## src/rtl/div_pkg.sv

```systemverilog
// Shared definitions for the two-requester divider front end.
package div_pkg;

    localparam int W_DEF       = 32;
    localparam int TIMEOUT_DEF = 48;

    typedef logic [2:0] state_t;

    localparam state_t S_IDLE = 3'd0;
    localparam state_t S_ZCHK = 3'd1;
    localparam state_t S_CLR  = 3'd2;
    localparam state_t S_RUN  = 3'd3;
    localparam state_t S_WAIT = 3'd4;
    localparam state_t S_RESP = 3'd5;

    localparam int ERR_DZ = 0;
    localparam int ERR_TO = 1;

    function automatic logic [1:0] onehot2(input logic id);
        return id ? 2'b10 : 2'b01;
    endfunction

endpackage

```

## src/rtl/rr_arb2.sv

```systemverilog
// Two-way round-robin grant; ptr breaks ties when both request.
module rr_arb2 (
    input  logic [1:0] req,
    input  logic       ptr,
    output logic [1:0] grant,
    output logic       id
);

    always_comb begin
        id    = (req == 2'b11) ? ptr : req[1];
        grant = 2'b00;
        if (req != 2'b00)
            grant = id ? 2'b10 : 2'b01;
    end

endmodule

```

## src/rtl/div_arbiter.sv

```systemverilog
// Shares one iterative divider between two requesters with
// divide-by-zero bypass and a hung-divider timeout.
module div_arbiter
    import div_pkg::*;
#(
    parameter int W       = W_DEF,
    parameter int TIMEOUT = TIMEOUT_DEF
) (
    input  logic           clk,
    input  logic           Rst,
    input  logic [1:0]     req_valid,
    output logic [1:0]     req_ready,
    input  logic [2*W-1:0] req_dvnd,
    input  logic [2*W-1:0] req_dvsr,
    output logic [1:0]     resp_valid,
    input  logic [1:0]     resp_ready,
    output logic [W-1:0]   resp_q,
    output logic [W-1:0]   resp_r,
    output logic [1:0]     resp_err,
    output logic           div_rst,
    output logic           div_run,
    output logic [W-1:0]   div_dvsr,
    output logic [W-1:0]   div_dvnd,
    input  logic [W-1:0]   div_q,
    input  logic [W-1:0]   div_r,
    input  logic           div_rdy,
    output logic           busy
);

    localparam int CW = $clog2(TIMEOUT + 1);

    state_t         state;
    logic           rr_ptr;
    logic           owner;
    logic [W-1:0]   op_dvnd;
    logic [W-1:0]   op_dvsr;
    logic [W-1:0]   q;
    logic [W-1:0]   r;
    logic [1:0]     err;
    logic [CW-1:0]  cnt;
    logic [1:0]     grant;
    logic           win;

    rr_arb2 u_arb (
        .req   (req_valid),
        .ptr   (rr_ptr),
        .grant (grant),
        .id    (win)
    );

    always_comb begin
        req_ready  = 2'b00;
        resp_valid = 2'b00;
        if (!Rst && state == S_IDLE)
            req_ready = grant;
        if (!Rst && state == S_RESP)
            resp_valid = onehot2(owner);
    end

    assign div_rst  = Rst || (state == S_CLR);
    assign div_run  = !Rst && (state == S_RUN);
    assign div_dvsr = op_dvsr;
    assign div_dvnd = op_dvnd;
    assign resp_q   = q;
    assign resp_r   = r;
    assign resp_err = err;
    assign busy     = (state != S_IDLE);

    always_ff @(posedge clk) begin
        if (Rst) begin
            state   <= S_IDLE;
            rr_ptr  <= 1'b0;
            owner   <= 1'b0;
            op_dvnd <= '0;
            op_dvsr <= '0;
            q       <= '0;
            r       <= '0;
            err     <= 2'b00;
            cnt     <= '0;
        end else begin
            unique case (state)
                S_IDLE: begin
                    if (req_valid != 2'b00) begin
                        owner   <= win;
                        rr_ptr  <= ~win;
                        op_dvnd <= win ? req_dvnd[2*W-1:W]
                                       : req_dvnd[W-1:0];
                        op_dvsr <= win ? req_dvsr[2*W-1:W]
                                       : req_dvsr[W-1:0];
                        state   <= S_ZCHK;
                    end
                end
                S_ZCHK: begin
                    if (op_dvsr == '0) begin
                        q           <= '1;
                        r           <= op_dvnd;
                        err         <= 2'b00;
                        err[ERR_DZ] <= 1'b1;
                        state       <= S_RESP;
                    end else begin
                        state <= S_CLR;
                    end
                end
                S_CLR: state <= S_RUN;
                S_RUN: begin
                    cnt   <= '0;
                    state <= S_WAIT;
                end
                S_WAIT: begin
                    // cnt==0 marks the first WAIT cycle, where rdy may be stale
                    if (cnt != '0 && div_rdy) begin
                        q     <= div_q;
                        r     <= div_r;
                        err   <= 2'b00;
                        state <= S_RESP;
                    end else if (cnt == CW'(TIMEOUT - 1)) begin
                        q           <= '0;
                        r           <= '0;
                        err         <= 2'b00;
                        err[ERR_TO] <= 1'b1;
                        state       <= S_RESP;
                    end else begin
                        cnt <= cnt + 1'b1;
                    end
                end
                S_RESP: begin
                    if (resp_ready[owner])
                        state <= S_IDLE;
                end
                default: state <= S_IDLE;
            endcase
        end
    end

endmodule

```

## config.mk

```make
export PLATFORM = sky130hd
export DESIGN_NAME = div_arbiter
export DESIGN_NICKNAME = d
export VERILOG_FILES = /design/src/rtl/div_pkg.sv /design/src/rtl/rr_arb2.sv /design/src/rtl/div_arbiter.sv
export SDC_FILE = /design/constraint.sdc
export NUM_CORES = 1
export LEC_CHECK = 0
export BUFFER_PORTS_ARGS = -buffer_cell sky130_fd_sc_hd__buf_2
export CAP_MARGIN = 25
export CORE_AREA = 2 2 131 133
export CTS_CLUSTER_DIAMETER = 120
export DETAILED_ROUTE_END_ITERATION = 8
export DIE_AREA = 0 0 133 135
export GPL_ROUTABILITY_DRIVEN = 0
export PLACE_DENSITY = 0.83
export SYNTH_ARGS = -nofsm -noshare
export SYNTH_HDL_FRONTEND = slang
export SYNTH_HIERARCHICAL = 1
export SYNTH_SLANG_ARGS = --single-unit
export TNS_END_PERCENT = 5
```

## constraint.sdc

```tcl
create_clock -name clk -period 2.6 [get_ports clk]
set_clock_uncertainty 0.05 [all_clocks]
set_input_delay 0.52 -clock clk [delete_from_list [all_inputs] [get_ports clk]]
set_output_delay 0.52 -clock clk [all_outputs]
set_load 0.01 [all_outputs]
```

==> results.tsv, run 1 <==
stage	metric	value	unit
critical_path	worstPathArrival	2.59	ns
clock_tree	postCtsHoldBufs	0	
placed_design	portBuffers	335	
layout	share_of_post_route_cells_with_drive_strength_above_1	41.94	%
clock_tree	clock_tree_buf_depth	2	
floorplan	initial_standard_cell_utilization_of_the_core	43.88	%
clock_tree	cts_tree	yes	
floorplan	floorplan.die.width	133	µm
synth	synth_top_cells_by_area	sky130_fd_sc_hd__dfxtp_1 39%, sky130_fd_sc_hd__mux2_4 13%, sky130_fd_sc_hd__mux2i_1 9.2%, sky130_fd_sc_hd__a211oi_1 6.9%, sky130_fd_sc_hd__nor2b_1 5.6%	
floorplan	placementRows	47	
critical_path	r2r_slack	0.26	ns
layout	design.final.nets	1281	
global_route	globalRoute.totalOverflow	0	
layout	antenna-diode-count	0	
layout	fill_cells	1413	
synth	synth.net_count	980	
synth	yosys.area.top_type_share	39.21	%
layout	mostFrequentLayoutCells	334 x sky130_fd_sc_hd__buf_2, 141 x sky130_fd_sc_hd__dfxtp_1, 106 x sky130_fd_sc_hd__nor2_1, 72 x sky130_fd_sc_hd__a21oi_1	
worst_hold_path	hold_path_class	in -> reg	
timing	period_share	90.07	%
global_route	grt_start_max_net_pins	104	
clock_tree	cts_htree_levels	4	
clock_tree	cts-root-buf	sky130_fd_sc_hd__clkbuf_16	
detailed_routing	avg_vias_per_cell	5.135	
detailed_routing	drtPass1Iterations	7	
detailed_routing	drt_iter0_markers	291	
layout	synthToLayoutAreaGrowth	33.91	%
layout	layout.cells.most_common	sky130_fd_sc_hd__buf_2	
synth	async_flop_share	0	%
synth	dominantRegCellSynth	sky130_fd_sc_hd__dfxtp_1	
global_route	global_route_wire_length_before_repair	32.16	mm
placed_design	dp_hpwl	14.97	mm
synth	netlist-cell-type-count	35	
power	leakagePower	4.704	nW
floorplan	die-area	0.01796	mm²
detailed_routing	drcViolationCount	0	
floorplan	core-area	0.01641	mm²
clock_tree	clock_insertion_delay_worst_skew	0.41	ns
clock_tree	clkSinkCount	141	
synth	ys_seq_area_share	39.21	%
synth	synth-edff-count	0	
synth	synth_seq_cells	141	
synth	number_of_warnings_reported_in_the_yosys_synthesis_log	6	
timing	slew_limit_headroom	64.81	%
timing	timing_worst_slew_pin_value	0.5230	ns
floorplan	vertical_die_dimension	135	µm
timing	grt_setup_unrepaired	no	
critical_path	critPathRequiredTime	2.85	ns
timing	fmax	0.4270	GHz
critical_path	worst-path-max-fanout	19	
global_route	groute.usage.overall	22.50	%
synth	synthesis.area_per_instance	9.242	µm²
synth	synth_area	0.007199	mm²
global_route	grt_antenna_before_repair	0	
global_route	first_global_vias	6349	
clock_tree	postCtsSetupRepairBufs	0	
clock_tree	cts-buffers-inserted	17	
floorplan	design.portCount	336	
timing	worst_hold_slack_after_final_layout	0.3915	ns
power	ir_worst_vdd	0.4184	mV
detailed_routing	drt-total-wl	20.80	mm
flow_run	drv_cap	0	
run_status	run_status	finished, final reports clean	
timing	finalCriticalPeriod	2.342	ns
timing	hold_violations	0	
detailed_routing	routed-via-count	6737	
clock_tree	post_cts.resized_instances	0	
timing	timing.final.max_slew_violations	0	
critical_path	setup.worst_path.start_class	register	
synth	synth_top_cell_by_area	sky130_fd_sc_hd__dfxtp_1	
power	power_density	636.9	mW/mm²
timing	finalSetupTns	0	ns
critical_path	setup.worst_path.class	reg -> reg	
critical_path	critical_path.endpoint_type	register	
clock_tree	clk_transition_reported_paths	0.06	ns
synth	synth_cells	779	
detailed_routing	wl_per_cell	15.85	µm
detailed_routing	antenna_violating_nets_post_route	0	
timing	final-setup-viol-count	0	
[where the power goes]
part | switching (mW) | internal (mW) | total [mW] | leakage [nW]
logic | 0.660 | 0.513 | 1.17 | 3.25
clock network | 0.919 | 1.57 | 2.49 | 0.302
registers | 0.150 | 2.33 | 2.48 | 1.15
total | 1.73 | 4.41 | 6.14 | 4.70
[routing by layer]
| layer | vias to the layer above | wire length, µm | GRT usage [%] |
|---|---|---|---|
| met3 | 26 | 1151 | 4.617 |
| met5 | - | 0 | 0 |
| met4 | 0 | 308 | 7.168 |
| met1 | 3103 | 8969 | 27.32 |
| li1 | 3342 | - | - |
| met2 | 266 | 10370 | 39.98 |
[sequential cells by signal (all words and copies together) (netlist names)]
name      flops
div_dvsr     32
state         3
resp_r       32
resp_q       32
owner         1
cnt           6
resp_err      2
div_dvnd     32
rr_ptr        1
[synthesized netlist by cell type, drive strengths merged, types with 3 or more instances]
cell    number
nand2b       4
nor2       108
a211oi      66
inv          5
a21boi       4
or3          5
nand3       34
nor4        11
dfxtp      141
a21oi       72
buf         35
clkbuf      36
and2         3
nor2b       65
nand3b       3
mux2        64
o21ai        5
mux2i       66
nand2       37
[through the flow]
stage	cell area [µm²]	power (mW)	util (%)	cells	worst slack [ns]
6_report	9641	6.140	58.76	1312	0.2582
5_1_grt	9641	6.421	58.76	1312	0.1288
4_1_cts	9641	6.191	58.76	1312	0.2348
3_5_place_dp	9029	3.705	55.03	1281	0.2530
3_3_place_gp	9029	3.673	55.03	1281	0.2846
2_1_floorplan	7199	3.202	-	779	0.4593
[cell type report]
cell class | count | area, µm² | share of cell area [%]
Tap cell | 220 | 275.3 | 2.855
Timing Repair Buffer | 353 | 1906 | 19.77
Inverter | 5 | 18.77 | 0.1947
Multi-Input combinational cell | 562 | 4006 | 41.56
Clock buffer | 23 | 508.0 | 5.269
Sequential cell | 141 | 2823 | 29.28
Clock inverter | 8 | 103.9 | 1.077
[cell families (layout without fill, tap and decap cells)]
kind of cell / Yosys count / after routing / share of synthesized area (%)
buf+inv: 76 / 389 / 5.614
simple gates: 276 / 276 / 19.10
compound gates: 154 / 154 / 13.42
fa+ha+maj: 2 / 2 / 0.3475
mux: 130 / 130 / 22.31
flops: 141 / 141 / 39.21
[path summary, 6_finish.rpt]
| path | from | to | cells after the start |
|---|---|---|---|
| setup / recovery | cnt[2]$_SDFFE_PP0P_ | resp_r[16]$_SDFFE_PP0P_ | 6 |
| hold reg to reg | cnt[1]$_SDFFE_PP0P_ | cnt[1]$_SDFFE_PP0P_ | 2 |
| setup reg to reg | cnt[2]$_SDFFE_PP0P_ | resp_r[16]$_SDFFE_PP0P_ | 6 |
| hold / removal | req_dvnd[19] | div_dvnd[19]$_SDFFE_PP0P_ | 3 |
[worst max-delay path, stage by stage (launching register included)]
cell                       delay, ns
sky130_fd_sc_hd__dfxtp_1        0.36
sky130_fd_sc_hd__nor4_1         0.51
sky130_fd_sc_hd__a21boi_4       0.11
sky130_fd_sc_hd__o21a_1         0.26
sky130_fd_sc_hd__nor2_8         0.37
sky130_fd_sc_hd__buf_12         0.25
sky130_fd_sc_hd__mux2_4         0.32
(Power assumes the default switching activity.)
==> run 2: changes to the inputs <==
--- a/config.mk
+++ b/config.mk
@@ -12,7 +12,7 @@
 export DETAILED_ROUTE_END_ITERATION = 8
 export DIE_AREA = 0 0 133 135
 export GPL_ROUTABILITY_DRIVEN = 0
-export PLACE_DENSITY = 0.83
+export PLACE_DENSITY = 0.74
 export SYNTH_ARGS = -nofsm -noshare
 export SYNTH_HDL_FRONTEND = slang
 export SYNTH_HIERARCHICAL = 1
==> run 2 against run 1 <==
Cell area is 0.13% lower. Highest routed layer unchanged. Critical endpoint is now req_ready[1]. Die area stayed put. Combinational power hardly changed. Utilization is 0.076 points lower. Non-clock buffer count is 1 lower. Clock power is 6% higher.
==> results.tsv, run 2 (synthesized netlist as in run 1, its figures left out) <==
stage	metric	value	unit
critical_path	worstPathArrival	1.73	ns
timing	hold_violations	0	
power	ir_worst_vdd	0.4480	mV
global_route	globalRoute.totalOverflow	0	
layout	mostFrequentLayoutCells	334 x sky130_fd_sc_hd__buf_2, 141 x sky130_fd_sc_hd__dfxtp_1, 106 x sky130_fd_sc_hd__nor2_1, 72 x sky130_fd_sc_hd__a21oi_1	
detailed_routing	antenna_violating_nets_post_route	0	
floorplan	floorplan.die.width	133	µm
clock_tree	postCtsSetupRepairBufs	0	
timing	finalCriticalPeriod	2.304	ns
floorplan	placementRows	47	
layout	share_of_post_route_cells_with_drive_strength_above_1	41.76	%
critical_path	critPathRequiredTime	2.03	ns
clock_tree	cts-root-buf	sky130_fd_sc_hd__clkbuf_16	
clock_tree	clock_insertion_delay_worst_skew	0.42	ns
detailed_routing	routed-via-count	6632	
layout	area.sequential	0.002823	mm²
placed_design	dp_hpwl	14.98	mm
power	leakagePower	4.699	nW
layout	antenna-diode-count	0	
detailed_routing	drtPass1Iterations	5	
timing	slew_limit_headroom	61.34	%
clock_tree	clock_tree_buf_depth	2	
timing	final-setup-viol-count	0	
clock_tree	cts-buffers-inserted	17	
global_route	first_global_vias	6201	
detailed_routing	wl_per_cell	15.95	µm
clock_tree	clkSinkCount	141	
floorplan	design.portCount	336	
timing	finalSetupTns	0	ns
layout	area_taken_by_multi_input_logic_gates	0.004006	mm²
floorplan	die-area	0.01796	mm²
clock_tree	post_cts.resized_instances	0	
layout	finish.cell_count_without_fillers	1312	
placed_design	dpl-instance-area	0.008984	mm²
layout	synthToLayoutAreaGrowth	33.73	%
layout	fill_cells	1436	
detailed_routing	drt-total-wl	20.93	mm
global_route	grt_start_max_net_pins	131	
timing	timing_worst_slew_pin_value	0.5798	ns
layout	design.final.nets	1280	
floorplan	core-area	0.01641	mm²
clock_tree	cts_tree	yes	
layout	stdcell_area	0.009628	mm²
timing	fmax	0.4341	GHz
clock_tree	clk_transition_reported_paths	0.06	ns
critical_path	critical_path.slowest_cell	sky130_fd_sc_hd__or3_1	
timing	period_share	88.61	%
placed_design	worst_slack_after_detailed_placement	0.3799	ns
power	total_power	6.294	mW
worst_hold_path	hold_path_class	in -> reg	
critical_path	critical_path.endpoint_type	output pin	
timing	final_critical_path_setup_slack	0.2961	ns
power	power_density	653.8	mW/mm²
detailed_routing	drcViolationCount	0	
critical_path	path_delay_family	simple AND/OR/NAND/NOR gates	
clock_tree	postCtsHoldBufs	0	
critical_path	setup.worst_path.class	reg -> out	
global_route	groute.usage.overall	22.80	%
detailed_routing	drt_iter0_markers	309	
critical_path	critical_path_buffers_and_inverters	1	
global_route	grt_antenna_before_repair	0	
critical_path	setup.worst_path.start_class	register	
detailed_routing	avg_vias_per_cell	5.055	
floorplan	vertical_die_dimension	135	µm
flow_run	drv_cap	0	
run_status	run_status	finished, final reports clean	
critical_path	worstPathCellList	or3_1, nor2_1, and2_1, buf_2	
critical_path	crit_path_max_incr_delay	0.50	ns
clock_tree	cts_htree_levels	4	
timing	timing.final.max_slew_violations	0	
global_route	global_route_wire_length_before_repair	32.33	mm
layout	layout.cells.most_common	sky130_fd_sc_hd__buf_2	
timing	grt_setup_unrepaired	no	
floorplan	initial_standard_cell_utilization_of_the_core	43.88	%
placed_design	portBuffers	335	
placed_design	dp_cells	1280	
critical_path	worst-path-max-fanout	9	
==> run 2: power by group <==
part           total [mW]  switching, mW  internal, mW  leakage (nW)
sequential           2.48          0.144          2.33          1.15
clock                2.65          0.941          1.71         0.318
combinational        1.16          0.654         0.510          3.23
==> run 2: metrics by stage <==
step                utilization, %  hold WS (ns)
detailed placement           54.75        0.4336
CTS                          58.68        0.3660
global placement             54.75        0.4352
global route                 58.68        0.3832
floorplan                        -        0.4119
finish                       58.68        0.3818
==> run 2: tightest hold or removal path, stage by stage <==
cell and delay, ns:
sky130_fd_sc_hd__buf_2 0.09, sky130_fd_sc_hd__mux2i_1 0.11, sky130_fd_sc_hd__a211oi_1 0.08
==> run 2: routing by layer <==
layer	vias to the layer above	part of all wire [%]	GRT usage, %	routed length [µm]
li1	3345	-	-	-
met1	2996	42	27.76	8733
met2	258	49	39.03	10240
met3	33	7.2	5.593	1511
met4	0	2.1	8.722	439
met5	-	0	0	0
==> run 2: path summary, 6_finish.rpt <==
check | end | startpoint | cells after the start | slack, ns
setup reg to reg | resp_q[31]$_SDFFE_PP0P_ | cnt[2]$_SDFFE_PP0P_ | 6 | 0.39
setup / recovery | req_ready[1] | state[2]$_SDFFE_PP0P_ | 4 | 0.30
hold reg to reg | cnt[1]$_SDFFE_PP0P_ | cnt[1]$_SDFFE_PP0P_ | 2 | 0.44
hold / removal | div_dvnd[4]$_SDFFE_PP0P_ | req_dvnd[4] | 3 | 0.38
==> run 2: layout make-up <==
type	count	area share, %
repair buffers	352	19.32
multi-input cells	562	41.61
well taps	220	2.859
inverters	5	0.1949
clock inverters	9	1.624
clock buffers	23	5.068
flip-flops and latches	141	29.32
